### src/rtl/mips32_mem_pkg.sv
// Shared types and defaults for the mips32 unified-memory arbiter.
package mips32_mem_pkg;
  localparam int ADDR_W_DEF = 10;
  localparam int DATA_W_DEF = 32;

  typedef enum logic [1:0] {
    IDLE   = 2'd0,
    ACCESS = 2'd1,
    WAIT   = 2'd2
  } state_t;

  localparam logic OWN_IF = 1'b0;
  localparam logic OWN_D  = 1'b1;
endpackage

### src/rtl/mips32_arb2.sv
// Combinational two-requester picker: fetch port vs load/store port.
module mips32_arb2
  import mips32_mem_pkg::*;
#(
  parameter int DPORT_PRIO = 1
) (
  input  logic if_req,
  input  logic d_req,
  input  logic last_owner,
  output logic valid,
  output logic owner
);

  always_comb begin
    valid = if_req | d_req;
    owner = OWN_D;
    // on a tie round-robin hands the slot to the port that did not go last
    if (if_req && d_req) owner = (DPORT_PRIO != 0) ? OWN_D : ~last_owner;
    else if (if_req)     owner = OWN_IF;
  end

endmodule

### src/rtl/mips32_mem_arbiter.sv
// Single-port memory controller sharing one 1024x32 memory between fetch and load/store.
// state  | meaning
// IDLE   | sample requests, pulse rvalid of the access that just finished
// ACCESS | drive the memory strobe and the winner's grant for one cycle
// WAIT   | count down the fixed memory latency, capture read data at count 1
module mips32_mem_arbiter
  import mips32_mem_pkg::*;
#(
  parameter int ADDR_W     = ADDR_W_DEF,
  parameter int DATA_W     = DATA_W_DEF,
  parameter int MEM_LAT    = 1,
  parameter int DPORT_PRIO = 1
) (
  input  logic              clk,
  input  logic              rst_n,
  input  logic              halt,
  input  logic              if_req,
  input  logic [ADDR_W-1:0] if_addr,
  output logic              if_gnt,
  output logic              if_rvalid,
  output logic [DATA_W-1:0] if_rdata,
  input  logic              d_req,
  input  logic              d_we,
  input  logic [ADDR_W-1:0] d_addr,
  input  logic [DATA_W-1:0] d_wdata,
  output logic              d_gnt,
  output logic              d_rvalid,
  output logic [DATA_W-1:0] d_rdata,
  output logic              mem_en,
  output logic              mem_we,
  output logic [ADDR_W-1:0] mem_addr,
  output logic [DATA_W-1:0] mem_wdata,
  input  logic [DATA_W-1:0] mem_rdata,
  output logic              busy
);

  state_t     state;
  logic [2:0] cnt;
  logic       last_owner;
  logic       owner;
  logic       lat_we;
  logic       pick_valid;
  logic       pick_owner;

  mips32_arb2 #(.DPORT_PRIO(DPORT_PRIO)) u_arb (
    .if_req     (if_req),
    .d_req      (d_req),
    .last_owner (last_owner),
    .valid      (pick_valid),
    .owner      (pick_owner)
  );

  always_ff @(posedge clk or negedge rst_n) begin
    if (!rst_n) begin
      state      <= IDLE;
      cnt        <= '0;
      last_owner <= OWN_D;
      owner      <= OWN_IF;
      lat_we     <= 1'b0;
      if_gnt     <= 1'b0;
      if_rvalid  <= 1'b0;
      if_rdata   <= '0;
      d_gnt      <= 1'b0;
      d_rvalid   <= 1'b0;
      d_rdata    <= '0;
      mem_en     <= 1'b0;
      mem_we     <= 1'b0;
      mem_addr   <= '0;
      mem_wdata  <= '0;
      busy       <= 1'b0;
    end else begin
      if_gnt    <= 1'b0;
      d_gnt     <= 1'b0;
      if_rvalid <= 1'b0;
      d_rvalid  <= 1'b0;
      mem_en    <= 1'b0;
      mem_we    <= 1'b0;
      case (state)
        IDLE: begin
          if (!halt && pick_valid) begin
            state      <= ACCESS;
            busy       <= 1'b1;
            owner      <= pick_owner;
            last_owner <= pick_owner;
            mem_en     <= 1'b1;
            if (pick_owner == OWN_D) begin
              d_gnt     <= 1'b1;
              lat_we    <= d_we;
              mem_we    <= d_we;
              mem_addr  <= d_addr;
              mem_wdata <= d_wdata;
            end else begin
              if_gnt   <= 1'b1;
              lat_we   <= 1'b0;
              mem_addr <= if_addr;
            end
          end
        end
        ACCESS: begin
          cnt   <= 3'(MEM_LAT);
          state <= WAIT;
        end
        WAIT: begin
          cnt <= cnt - 3'd1;
          if (cnt == 3'd1) begin
            state <= IDLE;
            busy  <= 1'b0;
            // stores complete with an rvalid but leave d_rdata untouched
            if (owner == OWN_D) begin
              d_rvalid <= 1'b1;
              if (!lat_we) d_rdata <= mem_rdata;
            end else begin
              if_rvalid <= 1'b1;
              if_rdata  <= mem_rdata;
            end
          end
        end
        default: begin
          state <= IDLE;
          busy  <= 1'b0;
        end
      endcase
    end
  end

endmodule

### config.mk
export PLATFORM = sky130hd
export DESIGN_NAME = mips32_mem_arbiter
export DESIGN_NICKNAME = d
export VERILOG_FILES = /design/src/rtl/mips32_mem_pkg.sv /design/src/rtl/mips32_arb2.sv /design/src/rtl/mips32_mem_arbiter.sv
export SDC_FILE = /design/constraint.sdc
export NUM_CORES = 1
export LEC_CHECK = 0
export ABC_AREA = 1
export BUFFER_PORTS_ARGS = -buffer_cell sky130_fd_sc_hd__buf_2
export CAP_MARGIN = 10
export CORE_ASPECT_RATIO = 1.75
export CORE_MARGIN = 4
export CORE_UTILIZATION = 34
export CTS_BUF_LIST = sky130_fd_sc_hd__clkbuf_8
export CTS_CLUSTER_DIAMETER = 100
export DETAILED_ROUTE_END_ITERATION = 12
export GPL_TIMING_DRIVEN = 0
export PLACE_DENSITY = 0.56
export SLEW_MARGIN = 20
export SYNTH_ARGS = -nofsm -noshare
export SYNTH_HDL_FRONTEND = slang
export SYNTH_SLANG_ARGS = --single-unit
### constraint.sdc
create_clock -name clk -period 2.5 [get_ports clk]
set_clock_uncertainty 0.15 [all_clocks]
set_input_delay 0.125 -clock clk [delete_from_list [all_inputs] [get_ports clk]]
set_output_delay 0.125 -clock clk [all_outputs]
set_load 0.02 [all_outputs]
Yosys cells after proc, flatten, opt, wreduce, memory -nomap -nowiden:

Index checks and enable logic that the tools add are counted.

* $add $sub $neg: 1
* equal/unequal tests: 5
* muxes and demuxes: 27
* bitwise logic cells: 4
* reductions and logical operators: 11

Operators with widths (count)
* 1-bit two-way mux: 21
* 10-bit two-way mux: 1
* 3-bit AND reduction: 3
* 2-bit one-hot mux with 3 select lines: 1
* 3-bit one-hot mux with 2 select lines: 1
* 2-bit two-way mux: 2
* 2-bit inequality test, second input constant: 2
* 2-bit AND reduction: 2
* 4-bit AND reduction: 1
* 3-bit by 1-bit == test with 1-bit output, second input constant: 1
* 1-bit inverter: 3
* 1-bit one-hot mux with 3 select lines: 1
* 3-bit by 1-bit subtractor with 3-bit output, second input constant: 1
* 2-bit by 1-bit == test with 1-bit output, second input constant: 1
* 2-bit == test, second input constant: 1
* 1-bit logical AND: 2
* 2-bit logical NOT: 1
* 2-bit nonzero test: 1
* 1-bit logical NOT: 1
* 1-bit OR: 1

* output and inout port bits: 113
* input port bits: 90
* word-level logic and storage cells: 63
* bits in registers: 120

Logic depth before layout (Yosys ltp):

* word-level depth: 5
* depth in mapped cells: 8
* gate-level depth less buffers: 7

By module:

A second synthesis with hierarchy kept.

* cells, all modules: 520
* area, all modules: 4887.2 µm²

Modules (own cells, without submodules)
* mips32_mem_arbiter: times used 1, cells each 516, seq. area each 3029.2 µm², area an instance 4872.2 µm²
* mips32_arb2: times used 1, cells each 4, seq. area each 0.0 µm², area an instance 15.0 µm²

Worst setup path after synthesis:

Ideal clock, no wire load.

* path type: register to register
* start point: reg state[0]
* end point: reg if_rdata[10]
* arrival time: 1.324 ns
* stages on the path, launching flop included: 9
* setup time: 0.083 ns
* setup slack: 0.943 ns
* period minus slack after synthesis: 1.557 ns
* path through: dfrtp_1 -> inv_1 -> ha_1 -> buf_4 -> nand4_1 -> buf_2 -> buf_2 -> nand2_1 -> o21ai_0

* word-level cells in the longest chain between the ends: 2

Ends and longest elaborated chain
* start: declaration: RTL line mips32_mem_arbiter.sv:37 `state_t state;`
* start signal: assignment: RTL line mips32_mem_arbiter.sv:55 `state <= IDLE;`
* start signal: assignment: RTL line mips32_mem_arbiter.sv:81 `state <= ACCESS;`
* start signal: assignment: RTL line mips32_mem_arbiter.sv:101 `state <= WAIT;`
* 2-bit == test: RTL line mips32_mem_arbiter.sv:78 `case (state)`
* 3-bit AND reduction (no line)
* end signal: assignment: RTL line mips32_mem_arbiter.sv:114 `if_rdata <= mem_rdata;`
* end: declaration: RTL line mips32_mem_arbiter.sv:21 `output logic [DATA_W-1:0] if_rdata,`

Every way passes these cells.
A chain may end at the register's enable or synchronous reset.

Final worst setup path:

* start point: reg state[0]
* end point: reg mem_wdata[0]

* word-level cells in the longest chain between the ends: 2

Ends and longest elaborated chain
* 2-bit logical NOT: RTL line mips32_mem_arbiter.sv:78
* 3-bit AND reduction (no line)
* end signal: assignment: RTL line mips32_mem_arbiter.sv:91 `mem_wdata <= d_wdata;`
* end: declaration: RTL line mips32_mem_arbiter.sv:32 `output logic [DATA_W-1:0] mem_wdata,`

Every way passes these cells.

==> flow_summary.json <==
{
  "post_cts_buffers": 0,
  "dpl.cell_count": 901,
  "clk_pin_slew_worst_paths_ps": 80,
  "routed_wirelength_um": 14200,
  "cp.required_ps": 2700,
  "grt-ovfl-total": 0,
  "grt_pass1_wl_um": 23300,
  "antenna_cells": 0,
  "die_h_um": 165,
  "vias_per_cell": 4.51,
  "hold_ws_ps": 46.4,
  "cp_max_fo": 10,
  "syn_area_um2": 4800,
  "grt_use_total": 0.178,
  "period_needed_ps": 2010,
  "drt_pass1_iterations": 4,
  "maxCapViolations": 0,
  "via_count": 4623,
  "initial_core_util": 0.347,
  "grt_max_degree": 69,
  "peakVddDrop_mv": 0.538,
  "crit_type": "reg -> reg",
  "synthTopCellsByArea": "dfrtp_1, nand2_1, o21ai_0",
  "place_area_um2": 6070,
  "yosysUniqueCellTypes": 20,
  "layout-drive-gt1-share": 0.307,
  "finalPower_uw": 9190,
  "detail_route.wl_per_cell_um": 13.8,
  "rows": 57,
  "die-width_um": 97.8,
  "fmax_mhz": 498,
  "setup_viol": 0,
  "min_period_over_period": 0.802,
  "cts_buffers": 17,
  "final_common_cell": "buf_2",
  "yosys_warnings": 0,
  "crit_path_end_kind": "flop",
  "slew_violations": 0,
  "yosys_register_bits": 120,
  "antenna_found_initial": 0,
  "worst_slew_pin_slew_ps": 515,
  "core_um2": 13800,
  "cts_root_buffer": "clkbuf_8",
  "tns_ps": 0,
  "postSynthAreaPerCell_um2": 9.22,
  "clock-sinks": 120,
  "status": "finished, final reports clean",
  "netlist.area_leader.share": 0.625,
  "drtIter0Drc": 179,
  "cts_max_level": 4,
  "ant_nets": 0,
  "clockBufferDepth": 2,
  "hold_path.class": "in -> reg",
  "r2r.worst_path.cells": 7,
  "final_cell_area_um2": 7460,
  "cts_tree": "yes",
  "grt_pass1_vias": 4834,
  "layoutNonFillerInstCount": 1025,
  "portBuffers": 202,
  "finalHoldViolCount": 0,
  "rsz0062_at_grt": "false",
  "clock_latency_ps": 410,
  "drc": 0,
  "die_area_um2": 16200,
  "synth_nets": 617,
  "syn_inst": 521,
  "start_kind": "flop",
  "ios": 203,
  "p_leak_uw": 0.00413,
  "gp_congestion": 0.827,
  "synth_top_cell_by_area": "dfrtp_1",
  "ys_seq_area_frac": 0.625,
  "nets": 931,
  "slew_headroom": 0.656,
  "power_density_nw_per_um2": 1230,
  "dpl.hpwl_um": 10200,
  "area_growth_pct": 55.3,
  "layout_common_cells": "buf_2, nand2_1, dfrtp_1",
  "min_path_cells": 5,
  "cp.arrival_ps": 2200
}
==> logic make-up (layout without fill, tap and decap cells) <==
family / Yosys count / count (layout) / share of synthesized area
buffers and inverters: 73 / 400 / 0.0667
AOI/OAI and AO/OA: 73 / 73 / 0.0792
and+or+nand+nor: 249 / 249 / 0.213
adders and majority gates: 6 / 6 / 0.0156
DFF: 120 / 120 / 0.625
==> power by group <==
part,internal (µW),switching (µW)
Combinational,1300,2470
Clock,1230,819
Sequential,2880,503
==> critical path, cell delays in order (launching register included) <==
cell and delay (ps):
dfrtp_1 420, inv_1 100, ha_1 220, inv_1 120, nor2_8 200, nand3_1 90
dlygate4sd3_1 570, nand2_1 70
==> timing repair <==
| item | CTS | global route |
|---|---|---|
| hold buffers | 92 | 0 |
| endpoints found under the hold margin | 229 | 0 |
| endpoints found under the setup margin | 0 | 0 |
| resized for setup | 0 | 0 |
==> per-stage QoR <==
step	setup slack [ps]	util
5_1_grt	354	0.539
3_3_place_gp	-304	0.436
3_5_place_dp	582	0.439
2_1_floorplan	943	-
4_1_cts	485	0.539
6_report	494	0.539
==> Yosys cell counts <==
master    number
nor2_1         4
a21oi_1        2
nor2_8         1
nand4_2        1
ha_1           6
clkbuf_2       1
nand2_2        2
o21ai_1        5
nand2_1      195
o22ai_1        1
nor3_1         1
buf_4          8
o21bai_4       1
o21ai_0       64
nand4_1        1
nand3_1       44
inv_1         45
buf_2         12
dfrtp_1      120
clkbuf_1       7
==> flip-flops by register name, indices dropped and copies added (netlist names) <==
register	flops
busy	1
cnt	3
d_gnt	1
d_rdata	32
d_rvalid	1
if_gnt	1
if_rdata	32
if_rvalid	1
lat_we	1
mem_addr	10
mem_en	1
mem_wdata	32
mem_we	1
owner	1
state	2
==> area by class of cell <==
cell class / count / area, µm²
clock inverters: 14 / 220
fillers: 1255 / 6380
well taps: 177 / 221
repair buffers: 295 / 1970
multi-input cells: 328 / 1480
flip-flops and latches: 120 / 3000
plain buffers: 28 / 151
inverters: 45 / 169
clock buffers: 18 / 248
==> final timing paths <==
check / start / to / slack (ps)
setup / recovery: state[0] / mem_wdata[0] / 490
hold / removal: d_req / state[1] / 50
setup reg to reg: state[0] / mem_wdata[0] / 490
hold reg to reg: mem_wdata[12] / mem_wdata[12] / 320
max in group asynchronous: rst_n / mem_wdata[6] / 1400
min in group asynchronous: rst_n / d_rdata[20] / 80
==> routing by layer <==
| metal | wire length, µm | up-vias | track usage |
|---|---|---|---|
| met5 | 0 | - | 0 |
| met4 | 222 | 0 | 0.0592 |
| met3 | 1040 | 19 | 0.0534 |
| met2 | 7370 | 195 | 0.323 |
| met1 | 5530 | 2140 | 0.197 |
| li1 | - | 2269 | - |
Power figures use the tool's default switching activity.
